File: src/rtl/ser_pkg.sv
// Shared types and constants for the framed serial transmitter.
package ser_pkg;

  typedef enum logic [2:0] {IDLE, START, DATA, PAR, STOP} tx_state_t;

  localparam int PAR_NONE = 0;
  localparam int PAR_EVEN = 1;
  localparam int PAR_ODD  = 2;

endpackage

File: src/rtl/ser_tx_bit_timer.sv
// Bit-rate divider: counts 0..DIV-1 and flags the last clock of each bit slot.
module bit_timer #(
  parameter int DIV = 16
) (
  input  logic clk,
  input  logic rst_n,
  input  logic clr,
  output logic tick
);

  localparam int CW = (DIV > 1) ? $clog2(DIV) : 1;
  localparam logic [CW-1:0] TERM = CW'(DIV - 1);

  logic [CW-1:0] cnt_q, cnt_d;

  always_comb begin
    cnt_d = cnt_q + CW'(1);
    if (clr || cnt_q == TERM) cnt_d = '0;
  end

  always_ff @(posedge clk or negedge rst_n) begin
    if (!rst_n) cnt_q <= '0;
    else        cnt_q <= cnt_d;
  end

  assign tick = (cnt_q == TERM);

endmodule

File: src/rtl/ser_tx.sv
// Parallel-to-serial framed transmitter: start, W data bits LSB-first,
// optional parity, stop. Each bit is held for DIV clocks.
module ser_tx
  import ser_pkg::*;
#(
  parameter int W      = 8,
  parameter int DIV    = 16,
  parameter int PARITY = PAR_NONE
) (
  input  logic         clk,
  input  logic         rst_n,
  input  logic         valid,
  input  logic [W-1:0] data,
  output logic         ready,
  output logic         txd,
  output logic         busy
);

  localparam int BW = (W > 1) ? $clog2(W) : 1;
  localparam logic [BW-1:0] LAST = BW'(W - 1);

  tx_state_t     state_q, state_d;
  logic [W-1:0]  sr_q, sr_d;
  logic [BW-1:0] idx_q, idx_d;
  logic          par_q, par_d;
  logic          txd_q, txd_d;
  logic          tick;

  // Divider is held at zero while idle so the start bit gets a full slot.
  bit_timer #(.DIV(DIV)) u_timer (
    .clk   (clk),
    .rst_n (rst_n),
    .clr   (state_q == IDLE),
    .tick  (tick)
  );

  always_comb begin
    state_d = state_q;
    sr_d    = sr_q;
    idx_d   = idx_q;
    par_d   = par_q;
    case (state_q)
      IDLE: if (valid) begin
        state_d = START;
        sr_d    = data;
        idx_d   = '0;
        par_d   = (^data) ^ (PARITY == PAR_ODD);
      end
      START: if (tick) state_d = DATA;
      DATA: if (tick) begin
        sr_d = sr_q >> 1;
        if (idx_q == LAST) begin
          idx_d   = '0;
          state_d = (PARITY != PAR_NONE) ? PAR : STOP;
        end else begin
          idx_d = idx_q + BW'(1);
        end
      end
      PAR:  if (tick) state_d = STOP;
      STOP: if (tick) state_d = IDLE;
      default: state_d = IDLE;
    endcase

    // Line level is decoded from the next state so txd is a clean flop output.
    case (state_d)
      START:   txd_d = 1'b0;
      DATA:    txd_d = sr_d[0];
      PAR:     txd_d = par_d;
      default: txd_d = 1'b1;
    endcase
  end

  always_ff @(posedge clk or negedge rst_n) begin
    if (!rst_n) begin
      state_q <= IDLE;
      sr_q    <= '0;
      idx_q   <= '0;
      par_q   <= 1'b0;
      txd_q   <= 1'b1;
    end else begin
      state_q <= state_d;
      sr_q    <= sr_d;
      idx_q   <= idx_d;
      par_q   <= par_d;
      txd_q   <= txd_d;
    end
  end

  assign ready = (state_q == IDLE);
  assign busy  = (state_q != IDLE);
  assign txd   = txd_q;

endmodule

File: config.mk
export PLATFORM = sky130hd
export DESIGN_NAME = ser_tx
export DESIGN_NICKNAME = d
export VERILOG_FILES = /design/src/rtl/ser_pkg.sv /design/src/rtl/ser_tx_bit_timer.sv /design/src/rtl/ser_tx.sv
export SDC_FILE = /design/constraint.sdc
export NUM_CORES = 1
export LEC_CHECK = 0
export BUFFER_PORTS_ARGS = -buffer_cell sky130_fd_sc_hd__buf_2
export CAP_MARGIN = 0
export CELL_PAD_IN_SITES_DETAIL_PLACEMENT = 0
export CELL_PAD_IN_SITES_GLOBAL_PLACEMENT = 1
export CORE_ASPECT_RATIO = 1.5
export CORE_UTILIZATION = 46
export DETAILED_ROUTE_END_ITERATION = 10
export GPL_ROUTABILITY_DRIVEN = 0
export PLACE_DENSITY = 0.91
export SLEW_MARGIN = 40
export SYNTH_ARGS = -nofsm -noshare
export SYNTH_HDL_FRONTEND = slang
export SYNTH_SLANG_ARGS = --single-unit
File: constraint.sdc
create_clock -name clk -period 2.6 [get_ports clk]
set_clock_uncertainty 0.1 [all_clocks]
set_input_delay 0.52 -clock clk [delete_from_list [all_inputs] [get_ports clk]]
set_output_delay 0.52 -clock clk [all_outputs]
set_load 0.01 [all_outputs]
==> results of run 1 <==
[routing by layer]
layer  vias to the layer above  global-route usage (%)  wire length [µm]
met5                         -                       0                 0
met4                         0                    10.0                18
met3                         2                    2.26                59
met2                        14                    27.4               873
met1                       365                    25.6               805
li1                        373                       -                 -
[metrics by stage]
stage | cells | utilization [%]
after CTS | 134 | 55.9
after global routing | 134 | 55.9
after detailed placement | 130 | 53.3
after global placement | 130 | 53.3
final | 134 | 55.9
after floorplan | 98 | -
[critical path, delay by kind of cell, from the launching register on]
kind | cells | cell delay (ns)
buf+inv | 2 | 0.21
simple gates | 1 | 0.48
flops | 1 | 0.52
[cells in the final DEF (no fill, tap or decap), types with 2 or more instances in the layout]
cell      synthesis  layout
nand2_1          18      18
xnor2_1           8       8
o21ai_1           2       2
dfrtp_1          19      19
buf_4             1       2
and3_1            3       3
ha_1              3       3
a22oi_1           8       8
inv_1             4       4
nor2_1            7       7
buf_2             1      13
clkbuf_4          0       3
nand3_1           2       2
or3_1             2       2
[state kept, by name, indices dropped and copies added, names as in the netlist]
signal         cells
sr_q               8
u_timer.cnt_q      4
idx_q              3
state_q            3
par_q              1
txd                1
[synth_stat cells (all sizes together), types with 2 or more instances]
cell / instances / area (µm²)
clkbuf: 3 / 11.3
xnor2: 8 / 70.1
a21oi: 2 / 13.8
buf: 2 / 12.5
and3: 3 / 18.8
nor2: 7 / 26.3
nand3: 2 / 10.0
inv: 4 / 15.0
o21ai: 2 / 10.0
a22oi: 8 / 60.1
or3: 2 / 12.5
ha: 3 / 37.5
nand2: 18 / 67.6
dfrtp: 19 / 475
[how the worst min path moves through the flow]
stage	from	end	slack [ns]	cells after the start
3_3_place_gp	u_timer.cnt_q[0]	u_timer.cnt_q[0]	0.34	1
4_1_cts	rst_n	sr_q[2]	0.05	1
6_report	rst_n	state_q[0]	0.04	1
3_5_place_dp	u_timer.cnt_q[0]	u_timer.cnt_q[0]	0.35	1
5_1_grt	rst_n	state_q[0]	0.07	1
2_1_floorplan	rst_n	idx_q[0]	0.12	0
[logic make-up after synthesis]
group                      synth area share, %
AOI/OAI and AO/OA                         15.2
xor gates and xnor gates                  7.81
adders and majority gates                 3.72
buffers and inverters                     3.84
DFF                                       49.7
and+or+nand+nor                           19.7
[area by class of cell]
type | count | area, µm² | share of cell area, %
multi-input combinational | 69 | 469 | 40.9
clock buffer | 3 | 22.5 | 1.97
clock inverter | 1 | 30.0 | 2.62
tap | 22 | 27.5 | 2.40
sequential | 20 | 502 | 43.8
inverter | 4 | 15.0 | 1.31
timing repair buffer | 15 | 80.1 | 6.99
[report_power, final]
part           internal [W]  switching (W)  total [W]
registers          0.000443       0.000108   0.000551
clock network      0.000156      0.0000991   0.000255
logic              0.000190       0.000195   0.000385
==> impl_metrics.csv, run 1 <==
group,metric,value,unit
sta,finalMaxSlewViolations,0,
layout,num-fill-cells,188,
placement,io_buffers,13,
floorplan,io_pins,14,
worst_setup_path,slowest_delay,0.52,ns
worst_setup_path,r2r_cells,5,
worst_setup_path,critPathCapture,"ready",
synth,synth-seq-cells,20,
global_route,antenna_found_initial,0,
run_status,outcome,"completed",
sta,timing.fmax,468,MHz
worst_setup_path,arrival,1.52,ns
cts,cts_root_buf,"clkbuf_4",
synth,ys_seq_area_share,49.7,%
layout,drive_above_1_share,21.4,%
routing,wire_per_inst,13.1,µm
power,ir_drop,0.447,mV
min_path,hp-class,"in2async",
placement,dpl-instance-area,1090,µm²
routing,drt_iter0_drc,15,
floorplan,die_area,2390,µm²
sta,worstMarginPinSlew,0.445,ns
layout,layout.nets,127,
floorplan,start_util,49.2,%
sta,period_share,82.1,%
layout,area_delta_synth_final,13.5,%
worst_setup_path,r2r-start,"state_q[2]",
sta,tns,0,ns
cts,cts_tree,"done",
sta,period_minus_slack,2.14,ns
worst_setup_path,crit_type,"reg2out",
cts,htreeDepth,1,
synth,synthArstFlopShare,100,%
cts,cts_hold_buf,0,
worst_setup_path,worstPathRequired,1.98,ns
sta,slew-limit-headroom,70.3,%
cts,cts.repair.resized,0,
worst_setup_path,cpMaxStageDelayCell,"dfrtp_1",
flow_run,maxCapViolCount,0,
sta,timing.hold.ws,0.0361,ns
synth,synth.avg_cell_area,10.3,µm²
global_route,grtUsageTotal,18.5,%
worst_setup_path,ff2ff_setup_slack,0.71,ns
worst_setup_path,cp-start-kind,"flop",
sta,finalHoldViolations,0,
layout,n_antenna_cell,0,
power,power_density,1040,nW/µm²
synth,netlist-cell-type-count,31,
routing,ant_nets,0,
routing,firstDrtPassIters,4,
sta,setup_violations,0,
global_route,first_global_vias,711,
floorplan,die_height,59.4,µm
power,fin_total_pwr,0.00119,W
global_route,grt_pass1_wl,3020,µm
cts,postCtsSetupBuffers,0,
layout,stdcell_area,1150,µm²
cts,numCtsBuffers,3,
sta,rsz0062_at_grt,"no",
synth,syn_inst,98,
global_route,grt-ovfl-total,0,
worst_setup_path,startpoint,"state_q[2]",
routing,dr_total_vias,754,
synth,synth_area,1010,µm²
floorplan,chipWidth,40.3,µm
worst_setup_path,rr_endpoint,"txd",
synth,syn_nets,112,
floorplan,std_cell_rows,20,
global_route,grt_max_degree,21,
cts,clkSlewWorstSetupHoldPaths,0.12,ns
cts,clkLatencyLatePin,0.31,ns
placement,hpwlAfterDp,1300,µm
synth,synthFlopType,"dfrtp_1",
synth,ys_warn_count,0,
routing,wl,1760,µm
worst_setup_path,critPathMaxFanout,9,
cts,cts_buffer_depth,2,
sta,fin_ws,0.465,ns
worst_setup_path,end_kind,"output port",
routing,viasPerCell,5.63,
synth,synth_enable_flop_cells,0,
power,p_leak,0.547,nW
routing,drc,0,
placement,dp_slack,0.736,ns
worst_setup_path,crit_chain,"or3_1 -> inv_1 -> buf_2",
floorplan,coreArea,2050,µm²
cts,cts.sinks,20,
No activity file was read; power rests on OpenSTA's default activity.
==> run 2: changes to the inputs <==
- ABC_AREA: not set -> 1
- CORE_UTILIZATION: 46 -> 42
- PLACE_DENSITY: 0.91 -> 0.87
- clock period: 2.6 -> 2 ns (I/O delays scaled with it)
==> impl_metrics.csv, run 2 <==
group,metric,value,unit
worst_setup_path,r2r-start,"u_timer.cnt_q[0]",
sta,timing.fmax,596,MHz
sta,tns,0,ns
min_path,holdCritStartpoint,"data[4]",
global_route,grt-ovfl-total,0,
routing,wire_per_inst,10.8,µm
routing,viasPerCell,4.77,
synth,synth_common_cells,"nand2_1 (56), inv_1 (23), dfrtp_1 (19)",
worst_setup_path,arrival,1.78,ns
global_route,grt_pass1_wl,3730,µm
synth,synth-seq-cells,20,
worst_setup_path,startpoint,"u_timer.cnt_q[0]",
sta,period_share,83.8,%
sta,finalHoldViolations,0,
floorplan,chipWidth,45.8,µm
synth,ys_warn_count,0,
run_status,outcome,"completed",
worst_setup_path,cpMaxStageDelayCell,"dfrtp_1",
global_route,antenna_found_initial,0,
placement,hpwlAfterDp,1830,µm
floorplan,io_pins,14,
placement,dp.cells,200,
global_route,grt_max_degree,21,
cts,clkSlewWorstSetupHoldPaths,0.07,ns
cts,numCtsBuffers,3,
placement,io_buffers,13,
synth,netlist-cell-type-count,27,
synth,synth_most_common_cell,"nand2_1",
sta,worstMarginPinSlew,0.436,ns
layout,final_cell_mix,"nand2_1 (56), inv_1 (23), dfrtp_1 (19)",
cts,cts.repair.resized,0,
cts,cts_buffer_depth,2,
sta,period_minus_slack,1.68,ns
routing,ant_nets,0,
layout,largest_reg_flops,8,
worst_setup_path,ff2ff_setup_slack,0.32,ns
synth,ys_seq_area_share,41.5,%
worst_setup_path,worstPathRequired,2.10,ns
layout,drive_above_1_share,20.8,%
synth,synth_area,1210,µm²
layout,layout.nets,183,
layout,stdcell_area,1370,µm²
layout,area_delta_synth_final,13.7,%
floorplan,std_cell_rows,23,
synth,synth_top_cell_area_share,39.3,%
synth,synth_enable_flop_cells,0,
worst_setup_path,cp-start-kind,"flop",
worst_setup_path,slowest_delay,0.40,ns
floorplan,die_area,3100,µm²
routing,firstDrtPassIters,3,
routing,wl,2220,µm
sta,finalMaxSlewViolations,0,
worst_setup_path,end_kind,"flop",
worst_setup_path,rr_endpoint,"txd",
layout,mostFrequentLayoutCell,"nand2_1",
sta,timing.hold.ws,0.321,ns
floorplan,coreArea,2710,µm²
routing,drt_iter0_drc,19,
global_route,first_global_vias,944,
cts,cts_root_buf,"clkbuf_8",
cts,htreeDepth,1,
flow_run,maxCapViolCount,0,
worst_setup_path,critPathMaxFanout,11,
synth,synthArstFlopShare,100,%
global_route,grtUsageTotal,17.4,%
min_path,hp-class,"in2reg",
cts,clkLatencyLatePin,0.26,ns
cts,cts.sinks,20,
synth,synth.avg_cell_area,8.00,µm²
synth,syn_inst,151,
layout,largestRegisters,"sr_q x8, u_timer.cnt_q x4",
placement,dpl-instance-area,1310,µm²
cts,cts_tree,"done",
worst_setup_path,crit_chain,"ha_1 -> nand2_2 -> nor2_8 -> inv_4 -> nor2_8 -> nor2_4 -> nand2_1 -> nand3_1 -> nand2_1 -> nand3_1",
sta,slew-limit-headroom,70.9,%
power,power_density,1230,nW/µm²
synth,synthFlopType,"dfrtp_1",
worst_setup_path,crit_type,"reg2reg",
sta,rsz0062_at_grt,"no",
power,ir_drop,0.760,mV
synth,synth_largest_area_cell,"dfrtp_1",
floorplan,die_height,67.7,µm
worst_setup_path,r2r_cells,10,
layout,top_register,"sr_q",
synth,ys_top_cells_by_area,"dfrtp_1 (39%), nand2_1 (17%), inv_1 (7.1%)",
routing,dr_total_vias,977,
layout,stdcell_count,205,
synth,syn_nets,165,
floorplan,start_util,44.7,%
routing,drc,0,
layout,n_antenna_cell,0,
power,p_leak,0.797,nW
worst_setup_path,critPathCapture,"txd",
sta,setup_violations,0,
-- run 2: cell types whose count changed in the layout (fill, tap and decap cells not counted), sizes merged, moves of 2 or more --
cell    change
buf         -2
and3        -3
o221ai      +3
nor3        +2
o21ai       +5
inv        +23
a22oi       -4
xnor2       -8
nand2      +41
a21oi       -2
or3         -2
nand3       +4
nor2        +6
-- run 2: cell type report --
| type | instances | area, µm² |
|---|---|---|
| inverters | 27 | 111 |
| repair buffers | 14 | 75.1 |
| multi-input cells | 103 | 584 |
| clock buffers | 4 | 55.1 |
| flip-flops and latches | 20 | 502 |
| well taps | 37 | 46.3 |
| fillers | 291 | 1330 |
-- run 2: power by group --
part	internal, W	leakage (nW)	switching [W]
Combinational	0.000252	0.524	0.000416
Clock	0.000175	0.0288	0.000132
Sequential	0.000597	0.244	0.000112
Total	0.00102	0.797	0.000660
-- run 2: how the worst min path moves through the flow --
stage            endpoint  slack, ns  cells after the start
4_1_cts           sr_q[4]       0.32                      3
6_report          sr_q[4]       0.32                      3
3_5_place_dp   state_q[1]       0.27                      1
5_1_grt           sr_q[1]       0.35                      3
3_3_place_gp   state_q[1]       0.26                      1
2_1_floorplan    idx_q[0]      0.004                      0
-- run 2: cells by family (layout without fill, tap and decap cells) --
logic type / after synthesis / after routing / synth area share (%)
compound gates: 16 / 16 / 9.63
xor+xnor: 1 / 1 / 0.725
fa+ha+maj: 3 / 3 / 3.11
buf+inv: 28 / 45 / 10.1
flops: 20 / 20 / 41.5
simple gates: 83 / 83 / 34.9
-- run 2: critical path: cells and delay by family, from the launching register on --
family | cells | cell delay, ns
adders and majority gates | 1 | 0.23
buffers and inverters | 1 | 0.08
DFF | 1 | 0.40
and+or+nand+nor | 8 | 0.78
-- run 2: what timing repair did --
action                                 in CTS  in global routing
hold buffers                                1                  0
setup buffers                               0                  0
endpoints found under the hold margin      19                  0
-- run 2: through the flow --
step	total power, W	worst slack [ns]	utilization, %
floorplan	0.00123	0.533	-
global placement	0.00136	0.383	48.4
detailed placement	0.00140	0.326	48.4
CTS	0.00171	0.303	50.8
global route	0.00183	0.128	50.8
finish	0.00168	0.324	50.8
-- run 2: layer usage --
metal / track usage (%) / wire length [µm] / share of wire [%]
met5: 0 / 0 / 0
met4: 12.5 / 55 / 2.5
met3: 1.87 / 46 / 2.1
met2: 31.4 / 1220 / 55
met1: 17.5 / 904 / 41
==> run 3: changes to the inputs <==
- clock period: 2 -> 1.57 ns (I/O delays scaled with it)
==> impl_metrics.csv, run 3 (synthesis results as in run 2) <==
group,metric,value,unit
floorplan,die_height,67.7,µm
cts,cts_buffer_depth,2,
layout,num-fill-cells,267,
sta,setup_violations,0,
routing,wire_per_inst,10.8,µm
routing,drc,0,
worst_setup_path,startpoint,"u_timer.cnt_q[1]",
floorplan,io_pins,14,
cts,clkLatencyLatePin,0.26,ns
cts,htreeDepth,1,
sta,period_minus_slack,1.54,ns
layout,area_delta_synth_final,24.8,%
power,power_density,1520,nW/µm²
layout,top_register,"sr_q",
layout,multi_input_area,614,µm²
cts,cts.sinks,20,
cts,cts_root_buf,"clkbuf_8",
worst_setup_path,end_kind,"flop",
power,ir_drop,0.993,mV
placement,io_buffers,13,
routing,wl,2320,µm
layout,post-route-util,55.8,%
floorplan,chipWidth,45.8,µm
placement,hpwlAfterDp,1870,µm
worst_setup_path,slowest_delay,0.36,ns
layout,stdcell_area,1510,µm²
worst_setup_path,cp_common_cell,"nor2_8",
worst_setup_path,arrival,1.58,ns
sta,timing.fmax,648,MHz
layout,n_antenna_cell,0,
layout,mostFrequentLayoutCell,"nand2_1",
sta,slew-limit-headroom,70.7,%
sta,finalHoldViolations,0,
global_route,first_global_vias,946,
cts,cts_tree,"done",
sta,period_share,98.4,%
sta,timing.hold.ws,0.236,ns
layout,largest_reg_flops,8,
run_status,outcome,"completed",
routing,drt_iter0_drc,18,
layout,largestRegisters,"sr_q x8, u_timer.cnt_q x4",
min_path,holdCritStartpoint,"data[0]",
layout,final_cell_mix,"nand2_1 (55), inv_1 (23), dfrtp_1 (19)",
power,fin_total_pwr,0.00229,W
routing,firstDrtPassIters,4,
layout,drive_above_1_share,28.7,%
global_route,grt-ovfl-total,0,
layout,regArea,502,µm²
placement,dp_slack,-0.00258,ns
cts,numCtsBuffers,3,
flow_run,maxCapViolCount,0,
floorplan,std_cell_rows,23,
sta,finalMaxSlewViolations,0,
global_route,grt_pass1_wl,3770,µm
worst_setup_path,crit_type,"reg2reg",
layout,layout.nets,193,
worst_setup_path,cp-start-kind,"flop",
worst_setup_path,cpMaxStageDelayCell,"dfrtp_1",
sta,rsz0062_at_grt,"yes",
worst_setup_path,r2r-start,"u_timer.cnt_q[1]",
worst_setup_path,crit_chain,"ha_2 -> nand2_4 -> nor2_8 -> inv_4 -> nor2_8 -> nor2_4 -> buf_12 -> nand2_1 -> o221ai_2",
global_route,grtUsageTotal,17.0,%
floorplan,start_util,44.7,%
routing,viasPerCell,4.66,
placement,dpl-instance-area,1340,µm²
routing,dr_total_vias,1002,
cts,clkSlewWorstSetupHoldPaths,0.07,ns
floorplan,coreArea,2710,µm²
min_path,hp-class,"in2reg",
worst_setup_path,worstPathRequired,1.61,ns
sta,fin_ws,0.0257,ns
floorplan,die_area,3100,µm²
sta,worstMarginPinSlew,0.439,ns
routing,ant_nets,0,
power,p_leak,0.874,nW
worst_setup_path,critPathMaxFanout,5,
global_route,grt_max_degree,21,
global_route,antenna_found_initial,0,
-- run 3: cell count changes in the layout (fill, tap and decap cells not counted) --
cell | previous run | this run
ha_2 | 0 | 1
nor2_2 | 0 | 1
nand2_4 | 1 | 2
nand2_1 | 56 | 55
o221ai_1 | 3 | 1
buf_4 | 0 | 8
o221ai_2 | 0 | 2
nand3_2 | 0 | 1
buf_12 | 0 | 1
ha_1 | 3 | 2
nand3_1 | 6 | 5
nor2_1 | 8 | 7
clkbuf_16 | 0 | 1
-- run 3: through the flow --
step | instances | TNS, ns
CTS | 210 | 0
global placement | 203 | 0
global route | 215 | -0.261
finish | 215 | 0
detailed placement | 203 | -0.00258
floorplan | 151 | 0
-- run 3: report_power, final --
part | switching (W) | leakage (nW) | internal, W
registers | 0.000148 | 0.244 | 0.000761
clock network | 0.000162 | 0.0288 | 0.000223
logic | 0.000573 | 0.601 | 0.000427
total | 0.000883 | 0.874 | 0.00141
-- run 3: repair_timing --
| action | CTS | global route |
|---|---|---|
| setup buffers | 2 | 4 |
| hold endpoints to repair | 19 | 0 |
| pin swaps | 0 | 3 |
| hold buffers | 1 | 0 |
| gates resized for setup | 0 | 7 |
| endpoints found under the setup margin | 3 | 11 |
| gates cloned | 0 | 1 |
-- run 3: worst max-delay path: cells and delay by family (launching register included) --
family,cells,cell delay (ns)
and+or+nand+nor,5,0.48
DFF,1,0.36
adders and majority gates,1,0.21
buffers and inverters,2,0.20
AOI/OAI and AO/OA,1,0.08
-- run 3: cell type report --
type,count,share of cell area [%]
Timing Repair Buffer,24,11.9
Inverter,27,7.38
Tap cell,37,3.07
Clock buffer,4,3.65
Sequential cell,20,33.3
Multi-Input combinational cell,103,40.7
-- run 3: worst paths after layout --
kind	end	slack [ns]	depth (start not counted)
setup / recovery	sr_q[6]	0.03	9
hold / removal	sr_q[0]	0.24	3
setup reg to reg	sr_q[6]	0.03	9
hold reg to reg	sr_q[0]	0.40	2
max in group asynchronous	txd	0.61	2
min in group asynchronous	state_q[1]	0.43	2
-- run 3: metal layers --
metal  track usage (%)  up-vias  part of all wire (%)
met5                 0        -                     0
met4              8.82        0                   1.8
met3              1.60        4                   1.6
met2              34.3       13                    58
met1              15.7      457                    38
li1                  -      528                     -
